## src/rtl/mod_updn_cntr.sv

```systemverilog
// Mod-n up/down counter with synchronous load, terminal-count pulse and saturating wrap tally.
// Latency: one cycle from any input to z/tc/wraps; all outputs registered.
// Backpressure: none; the counter steps on every enabled cycle. MOD_CNTR_SAT_EN selects boundary-hold mode.
module mod_updn_cntr #(
    parameter int n  = 32,
    parameter int WC = 8
) (
    input  logic                 clk,
    input  logic                 rst,
    input  logic                 en,
    input  logic                 up_dn,
    input  logic                 ld,
    input  logic [$clog2(n)-1:0] d,
    output logic [$clog2(n)-1:0] z,
    output logic                 tc,
    output logic [WC-1:0]        wraps
);

    localparam int W = $clog2(n);
    localparam logic [W-1:0] MAXV = W'(n - 1);

    logic [W-1:0] z_nxt;
    logic [W-1:0] z_inc;
    logic [W-1:0] z_dec;
    logic         tc_nxt;

    assign z_inc = z + W'(1);
    assign z_dec = z - W'(1);

    always_comb begin
        z_nxt  = z;
        tc_nxt = 1'b0;
        if (ld) begin
            // d can exceed n-1 only when n is not a power of two
            z_nxt = (d > MAXV) ? MAXV : d;
        end else if (en) begin
            if (up_dn) begin
                if (z == MAXV) begin
`ifdef MOD_CNTR_SAT_EN
                    z_nxt  = MAXV;
`else
                    z_nxt  = '0;
                    tc_nxt = 1'b1;
`endif
                end else begin
                    z_nxt = z_inc;
`ifdef MOD_CNTR_SAT_EN
                    tc_nxt = (z_inc == MAXV);
`endif
                end
            end else begin
                if (z == '0) begin
`ifdef MOD_CNTR_SAT_EN
                    z_nxt  = '0;
`else
                    z_nxt  = MAXV;
                    tc_nxt = 1'b1;
`endif
                end else begin
                    z_nxt = z_dec;
`ifdef MOD_CNTR_SAT_EN
                    tc_nxt = (z_dec == '0);
`endif
                end
            end
        end
    end

    always_ff @(posedge clk) begin
        if (rst) begin
            z     <= '0;
            tc    <= 1'b0;
            wraps <= '0;
        end else begin
            z  <= z_nxt;
            tc <= tc_nxt;
            if (ld) begin
                wraps <= '0;
            end else if (tc_nxt && (wraps != '1)) begin
                wraps <= wraps + WC'(1);
            end
        end
    end

endmodule

```

## config.mk

```make
export PLATFORM = sky130hd
export DESIGN_NAME = mod_updn_cntr
export DESIGN_NICKNAME = d
export VERILOG_FILES = /design/src/rtl/mod_updn_cntr.sv
export SDC_FILE = /design/constraint.sdc
export NUM_CORES = 1
export LEC_CHECK = 0
export CAP_MARGIN = 15
export CORE_MARGIN = 8
export CORE_UTILIZATION = 47
export CTS_CLUSTER_SIZE = 8
export DETAILED_ROUTE_END_ITERATION = 10
export GPL_TIMING_DRIVEN = 0
export PLACE_DENSITY = 0.87
export SYNTH_ARGS = -nofsm -noshare
export SYNTH_HDL_FRONTEND = slang
export SYNTH_SLANG_ARGS = --single-unit
export TNS_END_PERCENT = 50
```

## constraint.sdc

```tcl
create_clock -name clk -period 2.2 [get_ports clk]
set_input_delay 0.22 -clock clk [delete_from_list [all_inputs] [get_ports clk]]
set_output_delay 0.22 -clock clk [all_outputs]
set_load 0.05 [all_outputs]
```

==> out/metrics.yaml <==
outcome: "complete, no violations"
whs_path_depth: 3
wl_met2_microns: 1130
postPlaceCellArea_sq_um: 1140
drc_errors: 0
irDropWorstVdd_mv: 0.325
cp_max_fo: 10
yosysSeqAreaShare_pct: 31.3
die_w_microns: 59.7
viasPerCell: 5.61
synth_top_area_share_pct: 31.3
topRoutingLayerUsed: "met4"
synth_most_common_cell: "dfxtp_1"
n_fill_cell: 152
cts_made_buffers: 3
path_class: "flop to flop"
fin_ws_ps: 78.0
clk_pin_slew_ps: 90
maxCapViolations: 0
finalWirelength_microns: 2340
portBuffers: 21
arrival_ps: 2300
hold_violations: 0
synth_edf_count: 0
syn-cell-area_sq_um: 896
setup_violations: 0
diodes: 0
grt_max_degree: 11
ys_types: 39
fin_crit_sh_pct: 96.5
cts_sinks: 14
ys_ff_latch: 14
cts_setup_buffers: 0
dr.pass1.iters: 4
synthTopCellsByArea: "dfxtp_1, a21oi_1, ha_1"
die_h_microns: 59.7
relSlewSlack_pct: 65.8
yosysTopAreaCell: "dfxtp_1"
regToRegSetupSlack_ps: 80
synth_nets: 124
r2r_start: "z[0]$_SDFFE_PP0P_"
track_usage_pct: 14.3
wl_per_cell_microns: 14.6
post_cts_resized: 1
vias: 897
required_ps: 2370
io_pins: 24
min_to: "z[1]$_SDFFE_PP0P_"
root_buffer: "clkbuf_4"
worstRegToRegCells: 8
rows: 15
core_area_sq_um: 1760
worstHoldStart: "ld"
fin_nets: 150
cp_slowest_stage_delay_ps: 400
crit_chain: "ha_2 > and3_1 > ha_1 > and3_4 > a31oi_2 > buf_6 > nor4_4 > mux2_1"
drt_iter0_drc: 22
final_cell_area_sq_um: 1200
finish.utilization_pct: 68.2
m1WireLength_microns: 1040
synth_flop_cell: "dfxtp_1"
post-route-min-period_ps: 2120
syn_avg_cell_area_sq_um: 8.14
r2r_end: "wraps[5]$_SDFFE_PP0P_"
max_freq_ghz: 0.471
overflow: 0
ctsHoldBuffers: 0
startpoint_type: "flop"
met3_length_microns: 159
h-tree-depth: 1
crit_path_end_kind: "flop"
insertion_delay_ps: 290
final-max-slew-violation-count: 0
dpl.hpwl_microns: 1730
worst_slew_pin_slew_ps: 512
p_leak_nw: 0.420
power_density_nw_per_um2: 511
grt_antenna_before_repair: 0
start_util_pct: 50.8
yosys-top-cells-count: "dfxtp_1, a21oi_1, inv_1"
hold_ws_ps: 315
min_path_type: "primary input to flop"
cts_tree: "done"
synthToLayoutAreaGrowth_pct: 34.4
pre_cts_ws_ps: -2.35
finClkSkew_ps: 8.47
critPathSlowestCell: "dfxtp_4"
gp_congestion: 0.836
yosysWarnings: 0
ant_nets: 0
grt_pass1_wl_microns: 4070
dieArea_sq_um: 3560
drive_above_1_share_pct: 11.9
ys_async_sr_fraction_pct: 0
cts.path.max_buffers: 2
grt_pass1_vias: 884
syn_inst: 110
[metrics by stage]
step | total power [mW] | TNS [ps] | std cells
after floorplan | 0.381 | 0 | 110
after global placement | 0.424 | 0 | 156
after detailed placement | 0.427 | -2.35 | 156
after CTS | 0.616 | 0 | 160
after global routing | 0.640 | -20.5 | 160
final | 0.614 | 0 | 160
[routing by layer]
| metal | up-vias | GRT usage (%) |
|---|---|---|
| met5 | - | 0 |
| met4 | 0 | 4.42 |
| met3 | 3 | 4.71 |
| met2 | 28 | 22.2 |
| met1 | 403 | 18.2 |
| li1 | 463 | - |
[cells by family after synthesis]
family	after synthesis	share of synthesized area, %
simple gates	39	25.8
compound gates	31	23.2
buf+inv	16	7.68
flops	14	31.3
fa+ha+maj	4	5.59
xor+xnor	3	2.93
mux	3	3.49
[state kept, by name, summed over array words and instances (netlist names)]
name   cells
tc         1
wraps      8
z          5
[power by group]
group | internal [mW] | switching [mW]
combinational | 0.0633 | 0.0817
sequential | 0.262 | 0.0156
clock | 0.101 | 0.0905
total | 0.427 | 0.188
[worst max path at each step]
stage	from	endpoint	slack [ps]
floorplan	z[0]$_SDFFE_PP0P_	wraps[5]$_SDFFE_PP0P_	20
global placement	z[0]$_SDFFE_PP0P_	wraps[5]$_SDFFE_PP0P_	60
detailed placement	z[0]$_SDFFE_PP0P_	wraps[5]$_SDFFE_PP0P_	-2
CTS	z[0]$_SDFFE_PP0P_	wraps[5]$_SDFFE_PP0P_	30
global route	z[0]$_SDFFE_PP0P_	wraps[5]$_SDFFE_PP0P_	-20
finish	z[0]$_SDFFE_PP0P_	wraps[5]$_SDFFE_PP0P_	80
[placed cells by master (no fill, tap or decap), types with 2 or more instances in the layout]
| master | count |
|---|---|
| nor2_1 | 4 |
| o31ai_1 | 4 |
| and4_1 | 2 |
| dfxtp_1 | 10 |
| dfxtp_2 | 3 |
| ha_1 | 3 |
| clkbuf_1 | 4 |
| a211oi_1 | 2 |
| or3_1 | 2 |
| mux2i_1 | 2 |
| a21oi_1 | 11 |
| nor2b_1 | 2 |
| or4_1 | 3 |
| o21ai_0 | 2 |
| and3_1 | 2 |
| nor3_1 | 2 |
| o21ai_1 | 2 |
| nand3_1 | 5 |
| a31oi_1 | 2 |
| nor4b_1 | 2 |
| clkbuf_4 | 3 |
| clkdlybuf4s50_1 | 21 |
| nand2_1 | 8 |
| inv_1 | 10 |
| xnor2_1 | 2 |
[critical path: cells and delay by family (launching register included)]
family          cells  cell delay (ps)
mux                 1              350
flops               1              400
fa+ha+maj           2              390
compound gates      1               50
simple gates        3              640
buf+inv             1              170
[area by class of cell]
| class | count | area, sq um | share of cell area (%) |
|---|---|---|---|
| inverters | 10 | 37.5 | 3.12 |
| flip-flops and latches | 14 | 288 | 23.9 |
| well taps | 25 | 31.3 | 2.60 |
| multi-input cells | 80 | 569 | 47.3 |
| plain buffers | 6 | 31.3 | 2.60 |
| clock buffers | 4 | 36.3 | 3.01 |
| repair buffers | 21 | 210 | 17.5 |
(Power assumes the default switching activity.)
==> RTL change (same flow settings) <==
Change the parameter `n` from 32 to 16.
--- a/src/rtl/mod_updn_cntr.sv
+++ b/src/rtl/mod_updn_cntr.sv
@@ -2,7 +2,7 @@
 // Latency: one cycle from any input to z/tc/wraps; all outputs registered.
 // Backpressure: none; the counter steps on every enabled cycle. MOD_CNTR_SAT_EN selects boundary-hold mode.
 module mod_updn_cntr #(
-    parameter int n  = 32,
+    parameter int n  = 16,
     parameter int WC = 8
 ) (
     input  logic                 clk,
Ports: changed (resized d and z); port bits go from 24 to 22. The function was not compared with the original's and may differ.
==> RTL change against the unedited design <==
Design area decreased by 8.0%. Sequential cell count decreased by 1. Maximum frequency decreased by 0.46%. Non-clock buffer count increased by 1. Total power decreased by 12%. Largest cell class unchanged. Worst setup slack got worse by 0.0099 ns. Critical path type unchanged. Combinational power decreased by 5%. Routed wire length decreased by 11%. Worst hold slack got worse by 0.00062 ns. Area after synthesis decreased by 13%.
==> RTL change: results (changes against the unedited design) <==
Clock latency on the worst-skew pair, taken at its later pin, is 0.28 ns. The wire length the detailed router placed on met1 was 896 µm (-14%); the wire length of the first global-routing pass was 3360 µm (-17%). The startpoint type of the worst setup path is a flop.

In the final layout, the registers with the most flip-flops are wraps (8), z (4), tc (1). The share of post-route cells with drive strength above 1 was 15.32% (+3.5 points). The run gives 120 (-21%) as the number of inserted filler cells in the final layout. The maximum clock skew at final layout came out at 0.01096 ns (+0.002496 ns). The sum of net half-perimeters after detailed placement came out at 1441 µm (-17%).

The via count of the routed design came out at 843 (-6.0%). The flow ran to the end, and the final reports show no timing, DRC or antenna violations. The maximum net fanout on the critical path came out at 7 (-3).

The final RePlAce weighted congestion was 0.8322 (-0.42%). The post-detailed-route wirelength per cell works out to 14.86 µm (+1.5%). The end point of the most critical hold path is z[3]. The cell count of the worst reg-to-reg path was 6 (-2); the total length of routed met3 wires was 176 µm (+11%). Standby leakage power: 0.0003752 µW (-11%).

Yosys attributes the largest share of cell area to sky130_fd_sc_hd__dfxtp_1, sky130_fd_sc_hd__a21oi_1, sky130_fd_sc_hd__ha_1. The commonest cells after synthesis are sky130_fd_sc_hd__dfxtp_1, sky130_fd_sc_hd__a21oi_1, sky130_fd_sc_hd__o21ai_0. The number of buffer cells added on primary ports is 20 (-4.8%), and the overall fraction of global-route tracks in use is 12.34% (-2.0 points). The worst slack at placement was -0.05042 ns (-0.04807 ns).

The worst hold path begins at up_dn. The signal arrival time at the worst endpoint is 2.34 ns (+0.04 ns). The sequential element share of the synthesized area is 33.28% (+2.0 points), and the combinational group share of total power is 25.6% (+2.0 points). The clock network fraction of total power came out at 27.2% (-4.0 points). Post-synth net total: 108 (-13%).

In this run the critical register-to-register path is launched from z[1]. The most critical setup path has its endpoint at wraps[3]. The run gives 0.3836 mV (+18%) as the peak supply drop. For this design, the slowest cell found on the critical path is sky130_fd_sc_hd__or4_4. The post-layout net count was 137 (-8.7%); the worst-margin pin slew was 0.5025 ns (-0.009563 ns). The number of DRC markers in iteration 0 is 24 (+9.1%), and the internal power component is 379.1 µW (-11%). The number of distinct library cells after synthesis was 34 (-13%); the delay of the slowest critical-path stage was 0.51 ns (+0.11 ns).

The number of global-route vias before repair was 788 (-11%). For the detailed route wirelength on metal2, the log shows 959 µm (-15%).
[RTL change: changes by cell type after synthesis, sizes merged, moves of 2 or more]
| cell | delta |
|---|---|
| a211oi | -2 |
| a221oi | +2 |
| a31oi | -2 |
| and3 | -3 |
| clkbuf | -2 |
| inv | -4 |
| nand2 | -2 |
| nor4b | -2 |
| o21ai | +3 |
| o31ai | -2 |
| or3 | +3 |
[RTL change: metal layers]
metal,vias to the layer above,GRT usage [%]
met5,-,0
met4,0,6.711
met3,7,4.045
met2,35,19.91
met1,385,13.90
li1,416,-
[RTL change: logic make-up (layout without fill, tap and decap cells)]
logic type / after synthesis / in the layout / synth area share (%)
flops: 13 / 13 / 33.28
compound gates: 29 / 29 / 23.04
fa+ha+maj: 3 / 3 / 4.801
simple gates: 36 / 36 / 26.88
buf+inv: 10 / 38 / 5.919
xor+xnor: 2 / 2 / 2.240
mux: 3 / 3 / 3.840
[RTL change: timing repair]
item                       CTS  global route
setup endpoints to repair    3             6
gates resized for setup      1            12
setup buffers                0             4
pin swaps                    1             2
[RTL change: through the flow]
stage / instances / total power [µW] / util, % / hold WS (ns) / instance area [µm²]
floorplan: 96 / 334.6 / - / 0.2842 / 784.5
global placement: 132 / 372.4 / 65.18 / 0.4846 / 1005
detailed placement: 132 / 377.2 / 65.18 / 0.4973 / 1005
CTS: 136 / 522.1 / 67.29 / 0.3077 / 1037
global route: 140 / 559.9 / 71.83 / 0.3330 / 1107
finish: 140 / 539.0 / 71.83 / 0.3147 / 1107
[RTL change: layout make-up]
type                       count  area, µm²  share of cell area [%]
buffer                         4      30.03                   2.712
clock buffer                   4      26.28                   2.373
inverter                       6      22.52                   2.034
multi-input combinational     73      510.5                   46.10
sequential                    13      267.8                   24.18
tap                           16      20.02                   1.808
timing repair buffer          24      230.2                   20.79
